==> src/rtl/prog_clock_divider.sv <==
// Multi-channel runtime-programmable clock divider / tick generator.
// Each channel produces a square wave (toggle) or a one-cycle strobe (pulse) every div clocks.
`timescale 1ns/1ps
module prog_clock_divider #(
  parameter int unsigned CHANNELS    = 4,
  parameter int unsigned WIDTH       = 32,
  parameter int unsigned DEFAULT_DIV = 250000,
  parameter bit          DEFAULT_MODE = 1'b0,
  localparam int unsigned CH_W       = (CHANNELS > 1) ? $clog2(CHANNELS) : 1
) (
  input  logic                clk_in,
  input  logic                rst,
  input  logic [CHANNELS-1:0] en,
  input  logic                sync,
  input  logic                wr_en,
  input  logic [CH_W-1:0]     wr_ch,
  input  logic [WIDTH-1:0]    wr_div,
  input  logic                wr_mode,
  output logic [CHANNELS-1:0] clk_out,
  output logic [CHANNELS-1:0] indicator
);

  logic [WIDTH-1:0] div_q [CHANNELS];
  logic [WIDTH-1:0] cnt_q [CHANNELS];
  logic             mode_q [CHANNELS];
  logic             wr_ok;

  // Indices beyond the last channel are dropped rather than aliased.
  assign wr_ok = wr_en && ({1'b0, wr_ch} < (CH_W+1)'(CHANNELS));

  function automatic logic is_event(input logic [WIDTH-1:0] cnt, input logic [WIDTH-1:0] div);
    return cnt == (div - WIDTH'(1));
  endfunction

  always_ff @(posedge clk_in or posedge rst) begin
    if (rst) begin
      for (int i = 0; i < CHANNELS; i++) begin
        div_q[i]  <= WIDTH'(DEFAULT_DIV);
        mode_q[i] <= DEFAULT_MODE;
        cnt_q[i]  <= '0;
      end
      clk_out   <= '0;
      indicator <= '0;
    end else begin
      for (int i = 0; i < CHANNELS; i++) begin
        if (wr_ok && (wr_ch == CH_W'(i))) begin
          div_q[i]   <= wr_div;
          mode_q[i]  <= wr_mode;
          cnt_q[i]   <= '0;
          clk_out[i] <= 1'b0;
        end else if (sync || !en[i] || (div_q[i] == '0)) begin
          cnt_q[i]   <= '0;
          clk_out[i] <= 1'b0;
        end else if (is_event(cnt_q[i], div_q[i])) begin
          cnt_q[i]     <= '0;
          indicator[i] <= ~indicator[i];
          clk_out[i]   <= mode_q[i] ? 1'b1 : ~clk_out[i];
        end else begin
          cnt_q[i] <= cnt_q[i] + WIDTH'(1);
          if (mode_q[i])
            clk_out[i] <= 1'b0;
        end
      end
    end
  end

endmodule

==> config.mk <==
export PLATFORM = sky130hd
export DESIGN_NAME = prog_clock_divider
export DESIGN_NICKNAME = d
export VERILOG_FILES = /design/src/rtl/prog_clock_divider.sv
export SDC_FILE = /design/constraint.sdc
export NUM_CORES = 1
export LEC_CHECK = 0
export CAP_MARGIN = 20
export CORE_MARGIN = 4
export CORE_UTILIZATION = 35
export CTS_CLUSTER_SIZE = 14
export DETAILED_ROUTE_END_ITERATION = 8
export PLACE_DENSITY_LB_ADDON = 0.12
export SLEW_MARGIN = 40
export SYNTH_ARGS = -nofsm -noshare
export SYNTH_HDL_FRONTEND = slang
export SYNTH_SLANG_ARGS = --single-unit
==> constraint.sdc <==
create_clock -name clk_in -period 8.4 [get_ports clk_in]
set_input_delay 1.68 -clock clk_in [delete_from_list [all_inputs] [get_ports clk_in]]
set_output_delay 1.68 -clock clk_in [all_outputs]
set_load 0.005 [all_outputs]
# --- Word-level counts from Yosys, hierarchy flattened ---
# Cells that the tools add are included.
totals:
  romBits: 0
  latch_bits: 0
  mem_bits_rw: 0
  memories: 0
  word_cells: 112
  reg_bits: 268
classes:
  n_mul: 0
  add_sub_neg: 8
  n_reduce_logical: 29
  n_mux: 32
  n_lt_le_gt_ge: 0
  n_div: 0
  n_eq_ne: 7
  shifts: 0
  bitwise_logic: 16
ops:
  columns: ["cell", "count"]
  rows:
  - ["2-to-1 mux 32 bit", 12]
  - ["adder 32 x 1 -> 32 bit (second input constant)", 4]
  - ["equality test 32 bit", 4]
  - ["logical NOT 32 bit", 4]
  - ["subtractor 32 x 1 -> 32 bit (second input constant)", 4]
  - ["2-to-1 mux 1 bit", 20]
  - ["inverter 1 bit", 16]
  - ["nonzero test 4 bit", 4]
  - ["AND reduction 3 bit", 4]
  - ["logical OR 1 bit", 8]
  - ["equality test 2 bit (second input constant)", 2]
  - ["logical AND 1 bit", 4]
  - ["logical NOT 1 bit", 4]
  - ["equality test 2 x 1 -> 1 bit (second input constant)", 1]
  - ["logical NOT 2 bit", 1]

# --- Logic depth before layout (Yosys ltp) ---
depth:
  ltp_word: 5
  ltp_mapped: 13
  mapped_depth_nobuf: 10

# --- Worst setup path before layout ---
# No wires, ideal clock.
synth_timing:
  path_type: "reg2reg"
  start: "reg div_q[13] in the netlist's numbering"
  end: "reg cnt_q[23] in the netlist's numbering"
  arrival_time_ps: 3239
  synth_period_minus_slack_ps: 3358
  path_buffers: 3
  stages_incl_launch_ff: 11
  setup_slack_ps: 5042
  setup_time_ps: 119
  cell_sequence: "dfrtp_1 > buf_6 > or4_4 > or3_1 > buf_2 > or4_4 > or3_1 > a2111o_1 > o21ai_4 > buf_6 > nor2_2"
synth_via:
  elab_chain_cells: 5
synth_rtl:
  columns: ["item", "line_no", "rtl"]
  rows:
  - ["start, declared", "23", "logic [WIDTH-1:0] div_q [CHANNELS];"]
  - ["start signal, assigned by index", "38", "div_q[i] <= WIDTH'(DEFAULT_DIV);"]
  - ["start signal, assigned by index", "47", "div_q[i] <= wr_div;"]
  - ["subtractor 32 x 1 -> 32 bit", "32", "return cnt == (div - WIDTH'(1));"]
  - ["equality test 32 bit", "32", null]
  - ["2-to-1 mux 32 bit", "54", "end else if (is_event(cnt_q[i], div_q[i])) begin"]
  - ["2-to-1 mux 32 bit *", "51", "end else if (sync || !en[i] || (div_q[i] == '0)) begin"]
  - ["2-to-1 mux 32 bit *", "46", "if (wr_ok && (wr_ch == CH_W'(i))) begin"]
  - ["end signal, assigned by index", "59", "cnt_q[i] <= cnt_q[i] + WIDTH'(1);"]
  - ["end, declared", "24", "logic [WIDTH-1:0] cnt_q [CHANNELS];"]
# Every way passes the cells marked *; elsewhere a longest branch is shown, timed or not.
# A chain may end at the register's enable or synchronous reset.

# --- Final worst setup path ---
layout_timing:
  start: "reg div_q[102] in the netlist's numbering"
  end: "reg cnt_q[100] in the netlist's numbering"
# Same word-level chain as after synthesis.

==> load_flow_metrics.sql <==
INSERT INTO impl_metrics (metric_group, metric, value, unit) VALUES
('route', 'detail_route.vias_per_cell', '5.41', ''),
('worst_setup_path', 'worst_reg2reg_setup_slack', '4.39', 'ns'),
('synth', 'synth_cell_type_count', '79', ''),
('worst_setup_path', 'criticalPathCategory', 'flip-flop to flip-flop', ''),
('clocking', 'clock_sink_count', '268', ''),
('synth', 'synth-seq-area-share', '40.6', '%'),
('grt', 'overflow', '0', ''),
('clocking', 'postCtsSetupBuffers', '0', ''),
('worst_setup_path', 'critPathTopFamily', 'simple AND/OR/NAND/NOR gates', ''),
('floorplan', 'total_i_o_pin_count', '51', ''),
('clocking', 'post_cts_resized', '0', ''),
('route', 'detail_route.first_pass.iterations', '5', ''),
('sta', 'actual_transition_at_the_worst_max_transition_pin', '0.859', 'ns'),
('power_and_ir_drop', 'total_power', '3.79', 'mW'),
('outcome', 'status', 'completed', ''),
('sta', 'layout_worst_path_cycle_share', '47.8', '%'),
('synth', 'synthCells', '1748', ''),
('final_layout', 'n_antenna_cell', '0', ''),
('route', 'highest_layer', 'met4', ''),
('placed_design', 'detailed_place_hpwl', '33500', 'um'),
('synth', 'flip_flop_cell_with_the_highest_count_after_synthesis', 'sky130_fd_sc_hd__dfrtp_1', ''),
('worst_setup_path', 'cp-end-kind', 'flip-flop', ''),
('sta', 'relSlewSlack', '42.3', '%'),
('worst_setup_path', 'worst-endpoint-required', '8.83', 'ns'),
('sta', 'tns', '0', 'ns'),
('synth', 'synth.ff_latch_count', '268', ''),
('synth', 'most_area_consuming_cells_after_synthesis', 'sky130_fd_sc_hd__dfrtp_1 36%, sky130_fd_sc_hd__mux2_2 8.6%, sky130_fd_sc_hd__xnor2_1 8.2%, sky130_fd_sc_hd__xor2_1 6.0%, sky130_fd_sc_hd__dfstp_2 4.4%', ''),
('synth', 'synth_async_sr_flop_share', '100', '%'),
('final_layout', 'areaGrowthSynthToFinish', '13.6', '%'),
('worst_setup_path', 'path_cells', 'nor3_1, nand4_1, or3_1, a2111oi_0, nand4_1, nor4_1, nand2b_2, nor2_1', ''),
('clocking', 'cts_hold_buffers', '0', ''),
('final_layout', 'number_of_nets_at_the_end_of_the_flow', '1827', ''),
('worst_setup_path', 'cp.buffers_inverters', '0', ''),
('floorplan', 'fp.coreArea', '0.0467', 'mm2'),
('power_and_ir_drop', 'vdd.ir_drop.worst', '0.139', 'mV'),
('synth', 'synthesis.area_per_instance', '9.49', 'um2'),
('final_layout', 'fin_cells', '2407', ''),
('grt', 'grt_start_max_net_pins', '105', ''),
('synth', 'synth_top_area_share', '36.2', '%'),
('clocking', 'ctsLongestPathBuffers', '3', ''),
('route', 'drt_wl_total', '45700', 'um'),
('route', 'ant_nets', '0', ''),
('worst_setup_path', 'worst_path_largest_cell_delay', '0.74', 'ns'),
('route', 'drt_drc_violations_left', '0', ''),
('placed_design', 'port_buffers', '50', ''),
('floorplan', 'dieHeight', '226', 'um'),
('power_and_ir_drop', 'static-leakage-power', '7.28', 'nW'),
('route', 'detail_route.iter0.violations', '873', ''),
('sta', 'grt_setup_unrepaired', 'no', ''),
('synth', 'synth_top_cell_by_area', 'sky130_fd_sc_hd__dfrtp_1', ''),
('synth', 'netlist_area_pre_place', '0.0166', 'mm2'),
('route', 'met2_routed_length', '20500', 'um'),
('min_path', 'worst_hold_path_type', 'flip-flop to flip-flop', ''),
('grt', 'grt_pass1_vias', '12600', ''),
('sta', 'timing.fmax', '249', 'MHz'),
('route', 'detailroute.via_count', '13000', ''),
('route', 'route.layer.met1.wl', '22900', 'um'),
('placed_design', 'gp_congestion', '0.888', ''),
('sta', 'report.final.hold_viol_count', '0', ''),
('worst_setup_path', 'timing.critical_path.from_type', 'flip-flop', ''),
('floorplan', 'initial_utilization', '35.6', '%'),
('worst_setup_path', 'rr_worst_depth', '8', ''),
('sta', 'min_setup_slack_post_route', '4.39', 'ns'),
('worst_setup_path', 'critical_path.reg2reg.startpoint', 'div_q[102]$_DFFE_PP0P_', ''),
('floorplan', 'fp-row-count', '79', ''),
('worst_setup_path', 'crit_top_cell', 'sky130_fd_sc_hd__nand4_1', ''),
('sta', 'finalSetupViolCount', '0', ''),
('clocking', 'clkLatencyLatePin', '0.58', 'ns'),
('worst_setup_path', 'worstReg2RegEnd', 'cnt_q[100]$_DFF_PP0_', ''),
('sta', 'finClkSkew', '0.00997', 'ns'),
('route', 'avgRoutedWirePerCell', '19.0', 'um');
-- layer usage --
metal	track usage (%)	up-vias
met3	1.78	61
met5	0	-
met1	26.6	6408
met4	4.47	0
li1	-	6342
met2	27.9	209
-- cells in the final DEF, fill, tap and decap left out, drive strengths merged, types with 6 or more instances in the layout --
master         netlist  final
nand2              124    124
clkbuf              51     44
nor2               185    185
a31oi               15     15
nor3                88     88
nor4b                6      6
xor2               113    113
nand3b               9      9
nand3               63     63
mux2               126    126
nand4               50     50
and4                16     16
nand2b              21     21
nor2b               16     16
clkdlybuf4s50        0     50
inv                 42     41
mux2i                9      9
a21oi               33     33
or4                 25     25
ha                   8      8
and2                10     10
a211oi              11     11
xnor2              156    156
dfstp               28     28
and3                36     36
nor3b               11     11
a31o                 6      6
nor4                54     54
o211ai               8      8
o21ai               28     28
or2                 20     20
buf                 20     16
or3                 24     24
dfrtp              240    240
clkinv               0      7
-- power by group --
part / internal, mW / leakage [nW] / switching, mW / total, mW
sequential: 1.43 / 3.42 / 0.215 / 1.65
combinational: 0.331 / 3.32 / 0.358 / 0.689
clock: 0.889 / 0.538 / 0.564 / 1.45
-- stage by stage --
step | hold WS (ns) | instance area [um2] | util [%]
after floorplan | 0.465 | 16600 | -
after CTS | 0.479 | 18800 | 40.4
after global routing | 0.509 | 18800 | 40.4
final | 0.472 | 18800 | 40.4
after detailed placement | 0.465 | 17700 | 38.0
after global placement | 0.459 | 17700 | 37.9
-- state kept, by name, summed over array words and instances, names as in the netlist --
name,flops
cnt_q,128
div_q,128
clk_out,4
indicator,4
mode_q,4
-- logic make-up after synthesis --
logic type,after synthesis,share of synthesized area (%)
AND/OR/NAND/NOR,773,24.6
XOR/XNOR,269,14.2
flip-flops,268,40.6
AO/OA/AOI/OAI,182,7.87
multiplexers,135,9.10
buffers and inverters,113,2.96
adder cells (fa/ha/maj),8,0.603
-- final cells by class --
type	count	area, um2
Fill cell	4684	27800
Multi-Input combinational cell	1367	9400
Sequential cell	268	6740
Clock buffer	44	895
Tap cell	607	759
Timing Repair Buffer	66	686
Clock inverter	13	196
Inverter	42	161
-- how the worst min path moves through the flow --
stage                             startpoint                       end  slack [ns]  cells past startpoint
floorplan           indicator[1]$_DFFE_PP0P_  indicator[1]$_DFFE_PP0P_        0.46                      1
global placement    indicator[1]$_DFFE_PP0P_  indicator[1]$_DFFE_PP0P_        0.46                      1
detailed placement  indicator[1]$_DFFE_PP0P_  indicator[1]$_DFFE_PP0P_        0.47                      1
CTS                 indicator[1]$_DFFE_PP0P_  indicator[1]$_DFFE_PP0P_        0.48                      1
global route        indicator[3]$_DFFE_PP0P_  indicator[3]$_DFFE_PP0P_        0.51                      1
finish              indicator[1]$_DFFE_PP0P_  indicator[1]$_DFFE_PP0P_        0.47                      1
-- synth_stat cells, drive strengths merged, types with 6 or more instances --
cell type	count
or2	20
nor4	54
and4	16
mux2	126
mux2i	9
dfstp	28
a31o	6
and3	36
nor3b	11
or4	25
a21oi	33
ha	8
xor2	113
a31oi	15
nand3b	9
or3	24
nand2b	21
o21ai	28
nand4	50
nor2b	16
dfrtp	240
nand3	63
nor4b	6
buf	20
inv	42
xnor2	156
nor3	88
a211oi	11
o211ai	8
clkbuf	51
and2	10
nor2	185
nand2	124
-- worst reg2reg max path: stages (launching register included) --
cell	delay, ns
sky130_fd_sc_hd__dfrtp_1	0.46
sky130_fd_sc_hd__nor3_1	0.74
sky130_fd_sc_hd__nand4_1	0.29
sky130_fd_sc_hd__or3_1	0.41
sky130_fd_sc_hd__a2111oi_0	0.46
sky130_fd_sc_hd__nand4_1	0.14
sky130_fd_sc_hd__nor4_1	0.57
sky130_fd_sc_hd__nand2b_2	0.67
sky130_fd_sc_hd__nor2_1	0.13
Power figures use the tool's default switching activity.
